## config.mk

```make
export PLATFORM = sky130hd
export DESIGN_NAME = matrix_alu_sequencer
export DESIGN_NICKNAME = d
export VERILOG_FILES = /design/src/rtl/matrix_alu_sequencer.sv
export SDC_FILE = /design/constraint.sdc
export NUM_CORES = 2
export LEC_CHECK = 0
export ABC_AREA = 1
export BUFFER_PORTS_ARGS = -buffer_cell sky130_fd_sc_hd__buf_2
export CAP_MARGIN = 20
export CORE_AREA = 2 2 647 649
export DETAILED_ROUTE_END_ITERATION = 8
export DIE_AREA = 0 0 649 651
export PLACE_DENSITY_LB_ADDON = 0.05
export RECOVER_POWER = 100
export REMOVE_ABC_BUFFERS = 1
export SYNTH_ARGS = -nofsm -noshare
export SYNTH_HDL_FRONTEND = slang
export SYNTH_SLANG_ARGS = --single-unit
```

## constraint.sdc

```tcl
create_clock -name clk -period 2.65 [get_ports clk]
set_input_delay 0.53 -clock clk [delete_from_list [all_inputs] [get_ports clk]]
set_output_delay 0.53 -clock clk [all_outputs]
set_load 0.05 [all_outputs]
```

## src/rtl/matrix_alu_sequencer.sv

```systemverilog
// Transaction sequencer for the 6x6 fp32 matrix ALU: gathers a/b from an operand
// word stream, runs one ALU operation per command and streams the z words back out.
module matrix_alu_sequencer #(
  parameter int MAT_N   = 6,
  parameter int WORD_W  = 32,
  parameter int TIMEOUT = 255
) (
  input  logic                          clk,
  input  logic                          rstn,
  input  logic                          cmd_valid,
  output logic                          cmd_ready,
  input  logic [1:0]                    cmd_op,
  input  logic [WORD_W-1:0]             cmd_k,
  input  logic                          s_valid,
  output logic                          s_ready,
  input  logic [WORD_W-1:0]             s_data,
  output logic                          m_valid,
  input  logic                          m_ready,
  output logic [WORD_W-1:0]             m_data,
  output logic                          m_last,
  output logic                          alu_start,
  output logic [1:0]                    alu_op,
  output logic [WORD_W-1:0]             alu_k,
  output logic [MAT_N*MAT_N*WORD_W-1:0] alu_a,
  output logic [MAT_N*WORD_W-1:0]       alu_b,
  input  logic                          alu_finish,
  input  logic [MAT_N*WORD_W-1:0]       alu_z,
  output logic                          busy,
  output logic                          err_op,
  output logic                          err_timeout
);

  localparam int CNT_W = $clog2(MAT_N*MAT_N);
  localparam int IDX_W = $clog2(MAT_N);
  localparam int TO_W  = $clog2(TIMEOUT+1);
  localparam logic [CNT_W-1:0] A_LAST  = CNT_W'(MAT_N*MAT_N - 1);
  localparam logic [CNT_W-1:0] B_LAST  = CNT_W'(MAT_N - 1);
  localparam logic [IDX_W-1:0] Z_LAST  = IDX_W'(MAT_N - 1);
  localparam logic [TO_W-1:0]  TO_LAST = TO_W'(TIMEOUT - 1);

  typedef enum logic [2:0] {
    IDLE   = 3'd0,
    LOAD_A = 3'd1,
    LOAD_B = 3'd2,
    START  = 3'd3,
    WAIT   = 3'd4,
    DRAIN  = 3'd5
  } state_t;

  state_t state, next_state;

  logic [CNT_W-1:0]       cnt;
  logic [TO_W-1:0]        tcnt;
  logic [IDX_W-1:0]       idx;
  logic [IDX_W-1:0]       idx_nxt;
  logic [MAT_N*WORD_W-1:0] zbuf;
  logic cmd_fire, op_legal, s_fire, m_fire;

  assign cmd_fire = cmd_valid && cmd_ready;
  assign op_legal = (cmd_op == 2'b01) || (cmd_op == 2'b10);
  assign s_fire   = s_valid && s_ready;
  assign m_fire   = m_valid && m_ready;
  assign idx_nxt  = idx + IDX_W'(1);

  always_ff @(posedge clk or negedge rstn) begin
    if (!rstn) state <= IDLE;
    else       state <= next_state;
  end

  always_comb begin
    next_state = state;
    case (state)
      IDLE: begin
        if (cmd_fire && op_legal) next_state = LOAD_A;
        else                      next_state = IDLE;
      end
      LOAD_A: begin
        if (s_fire && (cnt == A_LAST)) next_state = LOAD_B;
        else                           next_state = LOAD_A;
      end
      LOAD_B: begin
        if (s_fire && (cnt == B_LAST)) next_state = START;
        else                           next_state = LOAD_B;
      end
      START: next_state = WAIT;
      // a finish in the last allowed cycle wins over the timeout
      WAIT: begin
        if (alu_finish)             next_state = DRAIN;
        else if (tcnt == TO_LAST)   next_state = IDLE;
        else                        next_state = WAIT;
      end
      DRAIN: begin
        if (m_fire && m_last) next_state = IDLE;
        else                  next_state = DRAIN;
      end
      default: next_state = IDLE;
    endcase
  end

  // Control outputs are decoded from next_state so they line up with the state register.
  always_ff @(posedge clk or negedge rstn) begin
    if (!rstn) begin
      cmd_ready   <= 1'b0;
      s_ready     <= 1'b0;
      busy        <= 1'b0;
      alu_start   <= 1'b0;
      m_valid     <= 1'b0;
      err_op      <= 1'b0;
      err_timeout <= 1'b0;
    end else begin
      cmd_ready   <= (next_state == IDLE);
      s_ready     <= (next_state == LOAD_A) || (next_state == LOAD_B);
      busy        <= (next_state != IDLE);
      alu_start   <= (next_state == START);
      m_valid     <= (next_state == DRAIN);
      err_op      <= (state == IDLE) && cmd_fire && !op_legal;
      err_timeout <= (state == WAIT) && !alu_finish && (tcnt == TO_LAST);
    end
  end

  always_ff @(posedge clk or negedge rstn) begin
    if (!rstn) begin
      alu_op <= 2'b00;
      alu_k  <= '0;
      alu_a  <= '0;
      alu_b  <= '0;
      cnt    <= '0;
      tcnt   <= '0;
      idx    <= '0;
      zbuf   <= '0;
      m_data <= '0;
      m_last <= 1'b0;
    end else begin
      case (state)
        IDLE: begin
          if (cmd_fire && op_legal) begin
            alu_op <= cmd_op;
            alu_k  <= cmd_k;
            cnt    <= '0;
          end
        end
        LOAD_A: begin
          if (s_fire) begin
            alu_a[WORD_W*int'(cnt) +: WORD_W] <= s_data;
            cnt <= (cnt == A_LAST) ? '0 : cnt + CNT_W'(1);
          end
        end
        LOAD_B: begin
          if (s_fire) begin
            alu_b[WORD_W*int'(cnt[IDX_W-1:0]) +: WORD_W] <= s_data;
            cnt <= cnt + CNT_W'(1);
          end
        end
        START: tcnt <= '0;
        WAIT: begin
          tcnt <= tcnt + TO_W'(1);
          if (alu_finish) begin
            zbuf   <= alu_z;
            idx    <= '0;
            m_data <= alu_z[WORD_W-1:0];
            m_last <= (Z_LAST == '0);
          end
        end
        // m_data/m_last only move on a handshake, so they hold through back-pressure
        DRAIN: begin
          if (m_fire) begin
            if (m_last) begin
              idx    <= '0;
              m_data <= '0;
              m_last <= 1'b0;
            end else begin
              idx    <= idx_nxt;
              m_data <= zbuf[WORD_W*int'(idx_nxt) +: WORD_W];
              m_last <= (idx_nxt == Z_LAST);
            end
          end
        end
        default: cnt <= '0;
      endcase
    end
  end

endmodule
```

==> qor.csv <==
stage,metric,value,unit
place,Placement Cell Area,96600,µm²
critical_path,worst-path fanout max,117,
route,final wirelength,513,mm
synthesis,Seq cells post-synth,1630,
sta,RSZ-0062 raised after global routing,no,
floorplan,Cell Rows,237,
synthesis,Synth cell types,35,
sta,post-route setup TNS,0,ns
global_routing,gr usage total,23.3,%
floorplan,Core ar.,415000,µm²
critical_path,CP Capture Point,alu_a[748],
global_routing,vias in the first global route,78800,
sta,Clock Skews,0.0390,ns
layout,register area,40800,µm²
route,DRC violations left,0,
floorplan,die footprint,422000,µm²
route,post-route ant nets,0,
route,Via Count,77100,
critical_path,Reg-to-Reg Start,cnt[1],
place,number of port buffers,1681,
synthesis,Mapped Avg Cell Area,7.87,µm²
critical_path,Worst path depth,10,
synthesis,"EDFF count, synth",0,
critical_path,Worst Setup Start Kind,flop,
critical_path,WP data arrival,3.45,ns
status,status,"finished, violations left",
layout,share of layout cells above drive strength 1,16.9,%
sta,Least-Margin Pin Slew,1.52,ns
sta,"Hold Vio Cnt, Final",0,
synthesis,area share of the largest cell type after synthesis,55.0,%
route,drt wl/cell,29.4,µm
sta,Max-slew headroom,-1.14,%
critical_path,crit path launch,cnt[1],
global_routing,total gr overflow,0,
global_routing,initial antenna violation count,69,
sta,Slew Limit Fails,17,
route,DR vias/cell,4.41,
synthesis,Async SR Flop Fraction,100,%
run,max-cap violations,0,
route,First DRT Iteration DRCs,5328,
clock_tree,Max Buffers Root-to-Sink,4,
clock_tree,CTS tree,done,
critical_path,Critical Path RT,3.49,ns
clock_tree,H-tree Lvls,4,
critical_path,CP peak stage delay,0.41,ns
critical_path,Reg2Reg Setup Slack,0.04,ns
worst_hold_path,Hold Path Class,in2reg,
power,Gate power share,34.5,%
critical_path,CP max stage cell,buf_12,
layout,Nets,12000,
synthesis,synthesis warning total,0,
sta,crit share post-route,98.5,%
synthesis,sequential share of the synthesized area,55.0,%
critical_path,Setup CP Type,reg2reg,
clock_tree,"Reg clk slew, reported paths",0.06,ns
layout,Area Overhead vs Synth,43.1,%
layout,filler instances,46300,
synthesis,Mapped Cells,9426,
clock_tree,Clock Latency Late Sink,0.95,ns
sta,Hold WS,0.109,ns
critical_path,R2R Path End,alu_a[748],
layout,Multi-input gate area,29500,µm²
sta,Max Fclk,0.383,GHz
floorplan,Die Y,651,µm
critical_path,CP Cell Sequence,buf_6 > buf_4 > nor2_1 > buf_4 > nand2_8 > buf_12 > nand3_1 > nor2_1 > nand4_1 > nand2_1,
critical_path,cell family with most CP delay,simple AND/OR/NAND/NOR gates,
place,Final Wtd Congestion,0.829,
floorplan,Die W,649,µm
critical_path,R2R cell count,10,
power,peak supply drop,0.000809,V
floorplan,Boundary Pins,1682,
power,Seq pwr share,29.9,%
clock_tree,cts bufs inserted,228,
clock_tree,clock sinks,1630,
power,PD cells,875,nW/µm²
synthesis,Mapped Area,74200,µm²
sta,setup violators final,0,
clock_tree,Clock Tree Root,clkbuf_16,
power,Switching Fraction,40.4,%
place,DP HPWL,373,mm
floorplan,Starting Density,17.9,%
layout,"Design Area, Final",106000,µm²
critical_path,CP endpoint kind,flop,
synthesis,dominant cells by area after synthesis,"dfrtp_1 55%, nand2_1 19%, nand4_1 6.7%",
synthesis,cell taking the most area after synthesis,dfrtp_1,
critical_path,CP bufs+invs,4,
power,Leak Pwr,52.0,nW
global_routing,first-pass GRT wire length,691,mm
power,Power Total,0.0928,W
sta,crit path time final,2.61,ns
layout,most frequent cells in the layout,"3744 x nand2_1, 1628 x dfrtp_1, 1149 x clkbuf_1",
power,Clk pwr share,35.6,%
power,Int Power,0.0553,W
route,DR pass1 iterations,5,
status,failing checks,slew limit,
synthesis,ys flop type,dfrtp_1,
layout,post-layout util,25.5,%
global_routing,largest net degree at the start of global routing,124,
layout,"most common cell after layout, fill and taps aside",nand2_1,
power,Sw Pwr,0.0375,W
-- logic make-up after synthesis --
group / share of synthesized area, %
AOI/OAI and AO/OA: 3.42
xor gates and xnor gates: 0.0827
adders and majority gates: 0.152
buffers and inverters: 6.09
DFF: 55.0
and+or+nand+nor: 35.3
-- routing by layer --
layer	up-vias	global-route usage, %	part of all wire, %
met4	30	11.4	5.9
met2	2293	39.4	48
met1	38900	28.3	41
li1	35300	-	-
met5	-	0	0.037
met3	678	4.41	5.3
-- registers in the layout, indices dropped and copies added (netlist names), 2 cells and up --
name and flops:
tcnt 8, idx 3, alu_a 1152, alu_op 2, cnt 6, alu_k 32, alu_b 192, state 3
m_data 32, zbuf 192
-- Yosys cell counts, types with 4 or more instances --
cell and number:
a21oi_1 90, buf_1 68, buf_2 273, buf_4 8
clkbuf_1 418, dfrtp_1 1630, ha_1 9, inv_1 326
nand2_1 3755, nand2_2 4, nand3_1 553, nand3_2 8
nand4_1 793, nor2_1 1003, nor2_2 4, nor2_4 4
nor3_1 50, o211ai_1 24, o21ai_0 355, o21ai_1 22
xor2_1 6
-- tightest hold or removal path: cells and delay by family --
kind,cells,cell delay (ns)
simple gates,4,0.30
buf+inv,2,0.18
-- what timing repair did --
item	in CTS	in global routing
gates resized for setup	42	74
endpoints found under the hold margin	437	0
buffers inserted	14	38
gates cloned	5	25
pin swaps	6	13
endpoints found under the setup margin	262	843
hold buffers	258	0
-- through the flow --
stage,cells,setup slack [ns]
2_1_floorplan,8657,-29.90
5_1_grt,17500,0.00105
3_5_place_dp,16700,-0.180
6_report,17500,0.0405
4_1_cts,17400,-0.0190
3_3_place_gp,16700,-0.227
-- final cells by class --
| class | count | share of cell area (%) |
|---|---|---|
| antenna | 16 | 0.0377 |
| clock buffer | 352 | 6.50 |
| clock inverter | 66 | 0.910 |
| inverter | 331 | 1.19 |
| multi-input combinational | 6696 | 27.8 |
| sequential | 1630 | 38.4 |
| tap | 5497 | 6.48 |
| timing repair buffer | 2885 | 18.6 |
-- worst min-delay path by stage --
stage	startpoint	depth (start not counted)	slack, ns	to
after floorplan	rstn	0	0.23	alu_a[0]
after global placement	alu_a[42]	2	0.45	alu_a[42]
after detailed placement	alu_a[490]	2	0.45	alu_a[490]
after CTS	m_ready	6	0.05	m_valid
after global routing	s_data[30]	4	0.12	alu_a[30]
final	m_ready	6	0.11	m_valid
-- power by group through the flow --
| stage | Sequential (W) | Clock, W | Combinational, W |
|---|---|---|---|
| 5_1_grt | 0.0280 | 0.0350 | 0.0343 |
| 4_1_cts | 0.0278 | 0.0341 | 0.0327 |
| 3_5_place_dp | 0.0282 | 0 | 0.0322 |
| 2_1_floorplan | 0.0295 | 0 | 0.00959 |
| 6_report | 0.0278 | 0.0330 | 0.0320 |
| 3_3_place_gp | 0.0282 | 0 | 0.0322 |
No activity file was read; power rests on OpenSTA's default activity.
